### config.mk
export PLATFORM = sky130hd
export DESIGN_NAME = servo_pwm_gen
export DESIGN_NICKNAME = d
export VERILOG_FILES = /design/src/rtl/servo_pwm_gen.sv
export SDC_FILE = /design/constraint.sdc
export NUM_CORES = 1
export LEC_CHECK = 0
export ABC_AREA = 1
export CAP_MARGIN = 20
export CORE_MARGIN = 2
export CORE_UTILIZATION = 30
export DETAILED_ROUTE_END_ITERATION = 6
export PLACE_DENSITY = 0.52
export SETUP_SLACK_MARGIN = 0.3
export SLEW_MARGIN = 0
export SYNTH_ARGS = -nofsm -noshare
export SYNTH_HDL_FRONTEND = slang
export SYNTH_SLANG_ARGS = --single-unit
### constraint.sdc
create_clock -name clk -period 3.3 [get_ports clk]
set_input_delay 0.66 -clock clk [delete_from_list [all_inputs] [get_ports clk]]
set_output_delay 0.66 -clock clk [all_outputs]
set_load 0.005 [all_outputs]
### src/rtl/servo_pwm_gen.sv
// Servo PWM generator: one pulse per frame of PERIOD_TICKS timebase ticks.
// Define SLEW_LIMIT_EN to rate-limit width changes to SLEW_STEP per frame.
module servo_pwm_gen #(
   parameter int PERIOD_TICKS = 20000,
   parameter int MIN_PULSE    = 1000,
   parameter int MAX_PULSE    = 2000,
   parameter int CENTER_PULSE = 1500,
   parameter int SLEW_STEP    = 16
) (
   input  logic        clk,
   input  logic        rst,
   input  logic [11:0] cnt_val,
   input  logic [11:0] cmd_pos,
   input  logic        cmd_valid,
   output logic        cmd_ready,
   output logic        pwm_out,
   output logic        period_start,
   output logic [11:0] cur_width
);

   typedef enum logic [1:0] {IDLE, HIGH, LOW} state_t;

   localparam logic [14:0] LAST = 15'(PERIOD_TICKS - 1);
   localparam logic [11:0] MINW = 12'(MIN_PULSE);
   localparam logic [11:0] MAXW = 12'(MAX_PULSE);
   localparam logic [11:0] CENW = 12'(CENTER_PULSE);

   state_t      state_q;
   logic [11:0] cnt_prev_q;
   logic [11:0] pend_q;
   logic        pend_full_q;
   logic        ready_q;
   logic        pwm_q;
   logic        ps_q;
   logic [11:0] width_q;
   logic [11:0] width_d;
   logic [14:0] frame_q;
   logic [14:0] frame_inc;
   logic        tick;
   logic        fs;
   logic        accept;

   function automatic logic [11:0] clamp(input logic [11:0] v);
      if (v < MINW) return MINW;
      else if (v > MAXW) return MAXW;
      else return v;
   endfunction

   assign tick      = (cnt_val != cnt_prev_q);
   assign accept    = cmd_valid && ready_q;
   assign frame_inc = frame_q + 15'd1;
   assign fs        = tick && ((state_q == IDLE) ||
                      ((state_q == LOW) && (frame_q == LAST)));

`ifdef SLEW_LIMIT_EN
   localparam logic [11:0] STEPW = 12'(SLEW_STEP);

   logic [11:0] tgt_q;
   logic [11:0] tgt_d;

   // A freshly consumed command retargets before this frame's step
   always_comb begin
      tgt_d   = pend_full_q ? pend_q : tgt_q;
      width_d = width_q;
      if (tgt_d > width_q)
         width_d = (tgt_d - width_q > STEPW) ? width_q + STEPW : tgt_d;
      else if (tgt_d < width_q)
         width_d = (width_q - tgt_d > STEPW) ? width_q - STEPW : tgt_d;
   end

   always_ff @(posedge clk) begin
      if (rst)
         tgt_q <= CENW;
      else if (fs)
         tgt_q <= tgt_d;
   end
`else
   assign width_d = pend_full_q ? pend_q : width_q;
`endif

   always_ff @(posedge clk) begin
      if (rst) begin
         state_q     <= IDLE;
         cnt_prev_q  <= 12'd0;
         pend_q      <= 12'd0;
         pend_full_q <= 1'b0;
         ready_q     <= 1'b1;
         pwm_q       <= 1'b0;
         ps_q        <= 1'b0;
         width_q     <= CENW;
         frame_q     <= 15'd0;
      end else begin
         cnt_prev_q <= cnt_val;
         ps_q       <= 1'b0;
         // FS frees the slot before a same-edge accept refills it
         if (accept) begin
            pend_q      <= clamp(cmd_pos);
            pend_full_q <= 1'b1;
         end else if (fs) begin
            pend_full_q <= 1'b0;
         end
         ready_q <= !(accept || (pend_full_q && !fs));
         if (fs) begin
            frame_q <= 15'd0;
            ps_q    <= 1'b1;
            pwm_q   <= 1'b1;
            state_q <= HIGH;
            width_q <= width_d;
         end else if (tick) begin
            unique case (state_q)
               HIGH: begin
                  frame_q <= frame_inc;
                  if (frame_inc == {3'b000, width_q}) begin
                     pwm_q   <= 1'b0;
                     state_q <= LOW;
                  end
               end
               LOW:     frame_q <= frame_inc;
               default: ;
            endcase
         end
      end
   end

   always_ff @(posedge clk) begin
      assert (MIN_PULSE >= 1 && MIN_PULSE <= CENTER_PULSE &&
              CENTER_PULSE <= MAX_PULSE && MAX_PULSE < PERIOD_TICKS &&
              PERIOD_TICKS <= 32768 && SLEW_STEP >= 1)
         else $error("servo_pwm_gen: illegal parameter set");
   end

   assign cmd_ready    = ready_q;
   assign pwm_out      = pwm_q;
   assign period_start = ps_q;
   assign cur_width    = width_q;

endmodule

==> flow_summary_export.csv, run 1 <==
group,metric,value,unit
setup_path,critical-path-slowest-cell,"clkdlybuf4s50_1",
clock_network,cts_root_buf,"clkbuf_8",
synth,async_flop_share,0,%
timing,period_share,62.5,%
clock_network,ctsHoldBuffers,0,
clock_network,cts_tree,"yes",
clock_network,cts_buffers,5,
worst_hold_path,worst_hold_path_type,"reg2reg",
detailed_routing,wirelength,6740,um
detailed_routing,route.detailed.drc,0,
cells_and_area,area_growth,22.0,%
placed_design,dp_hpwl,5100,um
cells_and_area,antenna_cells,0,
cells_and_area,layout.nets,512,
grt,overflow,0,
flow_run,drv_cap,0,
clock_network,cts.sinks,56,
clock_network,cts-resized-gates,0,
synth,netlist_area,2940,um^2
grt,grt_pass1_wl,11600,um
setup_path,crit_type,"in2reg",
setup_path,start_kind,"primary input",
detailed_routing,ant_nets,0,
timing,max_freq,485,MHz
cells_and_area,final_cell_count_no_fill,615,
placed_design,dp_cells,607,
die,initial_core_util,30.5,%
synth,synth_edf_count,0,
grt,grt_start_max_net_pins,21,
synth,synth_seq_cells,56,
timing,setup-tns-final,0,ns
detailed_routing,wire_per_inst,11.0,um
clock_network,clock_path_buffers,2,
synth,ys.flop_type,"dfxtp_1",
die,fp.dieH,103,um
outcome,outcome,"complete, no violations",
setup_path,arrival,2.28,ns
setup_path,critPathRequiredTime,3.52,ns
synth,syn-num-nets,471,
detailed_routing,wl_met1,3460,um
timing,maxSlewViolCount,0,
die,die_area,10600,um^2
detailed_routing,met2_wirelength,3030,um
clock_network,htree_levels,2,
detailed_routing,vias,2686,
timing,hold_ws,0.452,ns
setup_path,endpoint_kind,"flop",
cells_and_area,drive_above_1_share,8.30,%
setup_path,worstPathMaxFanout,18,
synth,postSynthCellCount,440,
timing,rsz0062_at_grt,"false",
setup_path,max_stage_delay,0.50,ns
die,num_io_pins,42,
timing,slew_headroom,74.4,%
power_and_ir_drop,powerDensity,391,nW/um^2
power_and_ir_drop,ir_drop,0.178,mV
detailed_routing,dr_wl_met3,169,um
timing,worst_pin_slew,0.383,ns
cells_and_area,fillCellCount,1103,
die,rows,36,
clock_network,clock_latency,0.32,ns
synth,ys_seq_area_share,38.1,%
die,die_w,103,um
synth,synth.distinct_cells,34,
setup_path,path_cells,"clkdlybuf4s50_1, xnor2_1, nand2_1, nor2_1, nand3_2, nand3_4, clkinv_1, nand2_1, nand3_1",
synth,syn_avg_cell_area,6.69,um^2
clock_network,cts.reportedPaths.clkPinSlew,0.11,ns
detailed_routing,top_layer_used,"met4",
timing,period_needed,2.06,ns
grt,antenna_found_initial,0,
detailed_routing,drt_iter0_drc,66,
timing,skew,0.00864,ns
power_and_ir_drop,power.leakage,0.00157,uW
timing,finalSetupViolCount,0,
grt,first_global_vias,2537,
grt,grt_usage,13.9,%
placed_design,gp_congestion,0.813,
synth,ys_warn_count,0,
detailed_routing,viasPerCell,4.37,
setup_path,cp_common_cell,"nand2_1",
timing,hold_viol,0,
clock_network,post_cts_buffers,0,
die,core,9640,um^2
placed_design,port-buffer-count,41,
detailed_routing,dr.pass1.iters,4,
critical path, delay by kind of cell:
family | cells | cell delay [ns]
xor gates and xnor gates | 1 | 0.12
buffers and inverters | 2 | 0.71
and+or+nand+nor | 6 | 0.78
synth_stat cells, drive strengths merged, types with 4 or more instances:
cell type,count,area (um^2)
nand2,147,587
inv,62,233
dfxtp,56,1120
nor2,54,245
nand3,44,243
a21oi,25,129
xnor2,11,96.3
buf,6,40.0
nand4,5,31.3
o211ai,5,37.5
o21ai,5,25.0
clkbuf,4,15.0
ha,4,50.1
nor3,4,20.0
cell type report:
type	count	area (um^2)	area share (%)
clock buffers	5	68.8	1.92
flip-flops and latches	56	1120	31.2
well taps	133	166	4.64
inverters	63	236	6.59
repair buffers	44	433	12.1
clock inverters	3	33.8	0.941
multi-input cells	311	1530	42.6
per-stage QoR:
step / area (um^2) / worst slack [ns] / util (%) / power [uW]
after floorplan: 2940 / 1.55 / - / 892
after detailed placement: 3490 / 0.850 / 36.2 / 1000
after CTS: 3590 / 1.19 / 37.2 / 1430
after global placement: 3490 / 0.894 / 36.2 / 1000
after global routing: 3590 / 1.03 / 37.2 / 1490
final: 3590 / 1.24 / 37.2 / 1400
logic make-up (layout without fill, tap and decap cells):
kind of cell | after synthesis | count (layout) | share of synthesized area (%)
AO/OA/AOI/OAI | 39 | 39 | 7.53
XOR/XNOR | 12 | 12 | 4.04
adder cells (fa/ha/maj) | 4 | 4 | 1.70
buffers and inverters | 73 | 115 | 9.91
flip-flops | 56 | 56 | 38.1
AND/OR/NAND/NOR | 256 | 256 | 38.7
metal layers:
layer / up-vias / GRT usage (%)
met5: - / 0
met4: 0 / 4.55
met3: 7 / 2.31
met2: 33 / 22.5
met1: 1189 / 18.9
li1: 1457 / -
registers in the layout (all words and copies together) (netlist names):
register      count
frame_q          15
cnt_prev_q       12
cur_width        12
pend_q           12
state_q           2
cmd_ready         1
pend_full_q       1
period_start      1
power by group:
| part | internal [uW] | total (uW) | switching, uW |
|---|---|---|---|
| Sequential | 713 | 744 | 30.4 |
| Clock | 161 | 419 | 258 |
| Combinational | 114 | 241 | 127 |
| Total | 988 | 1400 | 415 |
cell usage in the layout (no fill, tap or decap):
| cell | n |
|---|---|
| a21oi_1 | 24 |
| a21oi_2 | 1 |
| a31o_2 | 1 |
| buf_4 | 3 |
| clkbuf_8 | 5 |
| clkdlybuf4s50_1 | 41 |
| clkinv_1 | 1 |
| clkinv_4 | 1 |
| clkinv_8 | 1 |
| dfxtp_1 | 56 |
| ha_1 | 4 |
| inv_1 | 55 |
| inv_2 | 7 |
| inv_6 | 1 |
| nand2_1 | 139 |
| nand2_2 | 5 |
| nand2_4 | 3 |
| nand3_1 | 41 |
| nand3_2 | 2 |
| nand3_4 | 1 |
| nand3b_1 | 1 |
| nand4_1 | 5 |
| nor2_1 | 45 |
| nor2_2 | 5 |
| nor2_4 | 4 |
| nor3_1 | 4 |
| nor4_1 | 1 |
| o211ai_1 | 5 |
| o21ai_0 | 3 |
| o21ai_1 | 2 |
| o21bai_1 | 1 |
| o22ai_1 | 1 |
| o31ai_1 | 1 |
| xnor2_1 | 11 |
| xnor3_1 | 1 |
worst paths after layout:
path                                  from            to  slack (ns)  cells after the start
worst min register to register  pend_q[11]    pend_q[11]        0.45                      2
worst max-delay path            cnt_val[6]  cur_width[7]        1.24                      9
worst max register to register  frame_q[0]  cur_width[7]        1.42                     10
worst min-delay path            pend_q[11]    pend_q[11]        0.45                      2
(Power assumes the default switching activity.)
==> run 2, diff against run 1 <==
--- a/config.mk
+++ b/config.mk
@@ -10,7 +10,7 @@
 export CORE_MARGIN = 2
 export CORE_UTILIZATION = 30
 export DETAILED_ROUTE_END_ITERATION = 6
-export PLACE_DENSITY = 0.52
+export PLACE_DENSITY = 0.54
 export SETUP_SLACK_MARGIN = 0.3
 export SLEW_MARGIN = 0
 export SYNTH_ARGS = -nofsm -noshare
==> constraint.sdc (replaced) <==
create_clock -name clk -period 1.73 [get_ports clk]
set_input_delay 0.346 -clock clk [delete_from_list [all_inputs] [get_ports clk]]
set_output_delay 0.346 -clock clk [all_outputs]
set_load 0.005 [all_outputs]
==> run 2 against run 1 <==
Net effect:
- hold slack got worse by 0.038 ns
- critical path depth increased by 3
- clock-buffer cell count unchanged
- final cell count increased by 6.5%
- non-clock buffer count increased by 40
- via count increased by 6.2%
- global-route usage increased by 0.15 points
- sequential power increased by 90%
- critical path type is now reg2reg
- largest power group unchanged
- highest routed layer unchanged
==> flow_summary_export.csv, run 2 (synthesis results as in run 1) <==
group,metric,value,unit
power_and_ir_drop,switchingPower,836,uW
timing,period_share,98.5,%
detailed_routing,viasPerCell,4.36,
die,die_area,10600,um^2
timing,hold_viol,0,
grt,use_met2,24.4,%
placed_design,port-buffer-count,41,
detailed_routing,vias,2853,
timing,finalSetupViolCount,0,
worst_hold_path,whs_path_depth,3,
placed_design,gp_congestion,0.847,
timing,setup-tns-final,0,ns
clock_network,cts_root_buf,"clkbuf_8",
power_and_ir_drop,total_power,2790,uW
timing,max_freq,587,MHz
clock_network,htree_levels,2,
timing,skew,0.00940,ns
grt,first_global_vias,2535,
die,num_io_pins,42,
cells_and_area,area_growth,41.1,%
setup_path,worstPathMaxFanout,6,
clock_network,clock_path_buffers,2,
die,fp.dieH,103,um
power_and_ir_drop,power.leakage,0.00183,uW
clock_network,cts.sinks,56,
timing,worst_pin_slew,0.286,ns
die,initial_core_util,30.5,%
power_and_ir_drop,clkPwrFrac,28.2,%
grt,antenna_found_initial,0,
setup_path,crit_type,"reg2reg",
outcome,outcome,"complete, no violations",
power_and_ir_drop,p_comb_share,21.4,%
grt,grt_start_max_net_pins,21,
cells_and_area,final_cell_count_no_fill,655,
grt,grt_pass1_wl,11700,um
timing,hold_ws,0.414,ns
placed_design,dp_hpwl,5380,um
grt,grt_usage,14.1,%
detailed_routing,ant_nets,0,
setup_path,ff2ff_path_depth,12,
grt,grtUsageMet3,2.24,%
clock_network,cts_buffers,5,
setup_path,rrSetupSlack,0.03,ns
power_and_ir_drop,ir_drop,0.345,mV
setup_path,crit_start,"frame_q[1]",
cells_and_area,antenna_cells,0,
cells_and_area,final_common_cell,"nand2_1",
detailed_routing,drt_iter0_drc,98,
timing,period_needed,1.70,ns
cells_and_area,drive_above_1_share,27.4,%
detailed_routing,dr.pass1.iters,4,
setup_path,arrival,1.93,ns
grt,grt_busiest_layer,"met2",
cells_and_area,fillCellCount,1009,
detailed_routing,wirelength,7290,um
cells_and_area,top_register,"frame_q",
timing,slew_headroom,80.8,%
placed_design,dp_cells,631,
detailed_routing,route.detailed.drc,0,
power_and_ir_drop,powerDensity,673,nW/um^2
setup_path,r2r_end,"state_q[0]",
setup_path,timing.rr.start,"frame_q[1]",
flow_run,drv_cap,0,
cells_and_area,largest_reg_flops,15,
worst_hold_path,worst_hold_path_type,"in2reg",
die,core,9640,um^2
clock_network,clock_latency,0.32,ns
timing,rsz0062_at_grt,"true",
setup_path,critPathRequiredTime,1.96,ns
power_and_ir_drop,p_int,1960,uW
cells_and_area,layout.nets,552,
timing,maxSlewViolCount,0,
clock_network,cts_tree,"yes",
detailed_routing,wire_per_inst,11.1,um
die,die_w,103,um
setup_path,endpoint_kind,"flop",
grt,overflow,0,
grt,met1_usage,18.1,%
power_and_ir_drop,power_frac_seq,50.3,%
clock_network,cts.reportedPaths.clkPinSlew,0.11,ns
power_and_ir_drop,netSwitchingFraction,29.9,%
cells_and_area,final_cell_mix,"125 x nand2_1, 52 x inv_1, 38 x nand3_1, 38 x buf_4, 36 x nor2_1",
clock_network,ctsHoldBuffers,0,
setup_path,crit_end,"state_q[0]",
setup_path,start_kind,"flop",
die,rows,36,
[run 2: cell types whose count changed in the layout (fill, tap and decap cells not counted), sizes merged]
cell	delta
buf	+39
clkinv	-1
clkdlybuf4s50	-23
dlymetal6s2s	+1
clkinvlp	+1
clkbuf	+1
clkdlybuf4s15	+1
dlygate4sd2	+21
[run 2: area by class of cell]
class	instances	area (um^2)	area share, %
Timing Repair Buffer	84	759	18.3
Tap cell	133	166	4.01
Clock buffer	5	68.8	1.66
Clock inverter	3	27.5	0.663
Multi-Input combinational cell	311	1730	41.6
Inverter	63	244	5.88
Sequential cell	56	1160	27.9
[run 2: layer usage]
layer / vias up / part of all wire, %
met5: - / 0
met4: 0 / 1.2
met3: 7 / 2.4
met2: 37 / 49
met1: 1278 / 48
li1: 1531 / -
[run 2: power groups by stage]
stage / sequential, uW / clock [uW] / combinational, uW
after floorplan: 1430 / 0 / 274
after global placement: 1450 / 0 / 515
after detailed placement: 1450 / 0 / 517
after CTS: 1410 / 802 / 571
after global routing: 1420 / 849 / 668
final: 1410 / 788 / 599
[run 2: worst max-delay path: stages, from the launching register on]
cell and delay [ns]:
dfxtp_4 0.38, buf_4 0.13, nand2_1 0.09, nor2_4 0.19, nand2_4 0.10, nor2_4 0.12, nand2_2 0.06, nand3_1 0.08
nand2_1 0.05, nor2_1 0.14, nand3_2 0.14, nand2_1 0.08, nand2_1 0.04
[run 2: what timing repair did]
action,CTS,global route
endpoints found under the setup margin,57,39
gates resized for setup,61,33
cloned,0,1
setup buffers,15,0
pin swaps,16,12
[run 2: how the worst min path moves through the flow]
| stage | from | end | slack (ns) |
|---|---|---|---|
| 3_3_place_gp | pend_q[11] | pend_q[11] | 0.43 |
| 4_1_cts | cmd_pos[2] | pend_q[2] | 0.41 |
| 3_5_place_dp | pend_q[11] | pend_q[11] | 0.43 |
| 5_1_grt | cmd_pos[2] | pend_q[2] | 0.41 |
| 6_report | cmd_pos[2] | pend_q[2] | 0.41 |
| 2_1_floorplan | pend_q[11] | pend_q[11] | 0.43 |
[run 2: per-stage QoR]
stage | utilization [%] | setup slack, ns | area, um^2
global route | 43.1 | -0.0904 | 4150
floorplan | - | 0.268 | 2990
finish | 43.1 | 0.0260 | 4150
detailed placement | 38.8 | -0.264 | 3740
global placement | 38.8 | -0.239 | 3740
CTS | 41.7 | 0.0121 | 4020
==> run 3, diff against run 2 <==
--- a/config.mk
+++ b/config.mk
@@ -7,11 +7,10 @@
 export LEC_CHECK = 0
 export ABC_AREA = 1
 export CAP_MARGIN = 20
-export CORE_MARGIN = 2
 export CORE_UTILIZATION = 30
 export DETAILED_ROUTE_END_ITERATION = 6
 export PLACE_DENSITY = 0.54
-export SETUP_SLACK_MARGIN = 0.3
+export SETUP_SLACK_MARGIN = 0.4
 export SLEW_MARGIN = 0
 export SYNTH_ARGS = -nofsm -noshare
 export SYNTH_HDL_FRONTEND = slang
==> run 3 against run 2 <==
Net effect:
- via count rose by 1.5%
- critical path type unchanged
- worst setup slack gained 0.00083 ns
- clock skew is 0.0021 ns lower
- critical path depth is 1 lower
==> flow_summary_export.csv, run 3 (synthesis results as in run 1) <==
group,metric,value,unit
detailed_routing,dr.pass1.iters,4,
placed_design,dp_hpwl,5390,um
detailed_routing,viasPerCell,4.35,
detailed_routing,drt_iter0_drc,109,
power_and_ir_drop,switchingPower,811,uW
flow_run,drv_cap,0,
die,core,9370,um^2
clock_network,ctsHoldBuffers,0,
die,initial_core_util,31.4,%
clock_network,htree_levels,2,
setup_path,cp_common_cell,"nand2_1",
power_and_ir_drop,p_comb_share,20.6,%
cells_and_area,finish.utilization,45.9,%
grt,first_global_vias,2822,
grt,grt_usage,15.5,%
cells_and_area,final_cell_mix,"127 x nand2_1, 51 x inv_1, 50 x buf_4",
clock_network,cts.sinks,56,
setup_path,critPathTopFamily,"simple AND/OR/NAND/NOR gates",
detailed_routing,wire_per_inst,11.2,um
timing,hold_viol,0,
clock_network,clock_path_buffers,2,
power_and_ir_drop,clkPwrFrac,32.5,%
clock_network,cts.reportedPaths.clkPinSlew,0.11,ns
power_and_ir_drop,power_frac_seq,46.9,%
cells_and_area,drive_above_1_share,30.4,%
placed_design,gp_congestion,0.851,
die,die_area,10200,um^2
clock_network,cts_root_buf,"clkbuf_8",
setup_path,crit_type,"reg2reg",
grt,grt_pass1_wl,12600,um
cells_and_area,largest_reg_flops,15,
cells_and_area,top_register,"frame_q",
timing,period_share,98.4,%
die,fp.dieH,101,um
timing,max_freq,587,MHz
die,die_w,101,um
timing,finalSetupViolCount,0,
setup_path,critPathRequiredTime,1.95,ns
cells_and_area,area_growth,46.2,%
setup_path,path_cells,"ha_4, nand2_8, nor2_4, buf_4, nand4_1, nand3b_1, nand3_1, nor2_2, nand3_2, nand2_1, nand2_1",
setup_path,endpoint_kind,"flop",
worst_hold_path,worst_hold_path_type,"in2reg",
detailed_routing,wirelength,7470,um
detailed_routing,route.detailed.drc,0,
grt,overflow,0,
clock_network,cts_buffers,5,
cells_and_area,final_common_cell,"nand2_1",
timing,rsz0062_at_grt,"true",
setup_path,critical-path-slowest-cell,"dfxtp_4",
setup_path,worstPathMaxFanout,6,
detailed_routing,ant_nets,0,
outcome,outcome,"complete, no violations",
power_and_ir_drop,power.leakage,0.00191,uW
die,rows,35,
cells_and_area,antenna_cells,0,
grt,antenna_found_initial,0,
placed_design,port-buffer-count,41,
clock_network,clock_latency,0.31,ns
power_and_ir_drop,powerDensity,699,nW/um^2
grt,grt_start_max_net_pins,19,
setup_path,max_stage_delay,0.39,ns
power_and_ir_drop,netSwitchingFraction,27.0,%
timing,maxSlewViolCount,0,
power_and_ir_drop,total_power,3010,uW
timing,slew_headroom,78.8,%
die,num_io_pins,42,
setup_path,start_kind,"flop",
timing,period_needed,1.70,ns
cells_and_area,layout.nets,566,
detailed_routing,vias,2895,
timing,worst_pin_slew,0.316,ns
setup_path,cp.buffers_inverters,1,
timing,skew,0.00733,ns
power_and_ir_drop,p_int,2200,uW
power_and_ir_drop,ir_drop,0.485,mV
setup_path,arrival,1.93,ns
clock_network,cts_tree,"yes",
-- run 3: through the flow --
step                      std cells  hold WS (ns)  cell area, um^2  setup slack, ns  setup TNS (ns)
after floorplan                 440         0.425             2990            0.268               0
after global placement          630         0.432             3760           -0.224           -7.41
after detailed placement        630         0.441             3760           -0.240           -8.08
after CTS                       658         0.367             4130           0.0582               0
after global routing            665         0.388             4300           -0.103           -1.03
final                           665         0.372             4300           0.0269               0
-- run 3: power groups by stage --
stage               Sequential [uW]  Clock, uW  Combinational (uW)
floorplan                      1430          0                 274
global placement               1450          0                 514
detailed placement             1450          0                 519
CTS                            1410       1010                 573
global route                   1420       1050                 687
finish                         1410        978                 618
-- run 3: final cells by class --
type / count / area [um^2]
well taps: 129 / 161
flip-flops and latches: 56 / 1160
multi-input cells: 311 / 1730
clock buffers: 6 / 93.8
clock inverters: 2 / 38.8
fillers: 973 / 5070
repair buffers: 98 / 866
inverters: 63 / 244
-- run 3: worst paths after layout --
kind                   start          to  slack, ns  cells past startpoint
setup / recovery  frame_q[0]  state_q[0]       0.03                     11
hold / removal    cmd_pos[0]   pend_q[0]       0.37                      3
setup reg to reg  frame_q[0]  state_q[0]       0.03                     11
hold reg to reg   pend_q[11]  pend_q[11]       0.46                      2
-- run 3: timing repair --
item / CTS / global route
gates cloned: 0 / 1
pin swaps: 21 / 19
resized for setup: 79 / 32
setup buffers: 20 / 6
endpoints found under the setup margin: 57 / 43
-- run 3: per-layer routing --
layer | vias to the layer above | track usage [%] | routed length [um]
li1 | 1565 | - | -
met1 | 1285 | 19.8 | 3470
met2 | 40 | 26.9 | 3670
met3 | 5 | 2.50 | 261
met4 | 0 | 4.24 | 67
met5 | - | 0 | 0
-- run 3: worst reg2reg max path: stages, from the launching register on --
cell,delay (ns)
dfxtp_4,0.39
ha_4,0.17
nand2_8,0.08
nor2_4,0.15
buf_4,0.12
nand4_1,0.13
nand3b_1,0.13
nand3_1,0.09
nor2_2,0.12
nand3_2,0.10
nand2_1,0.08
nand2_1,0.04
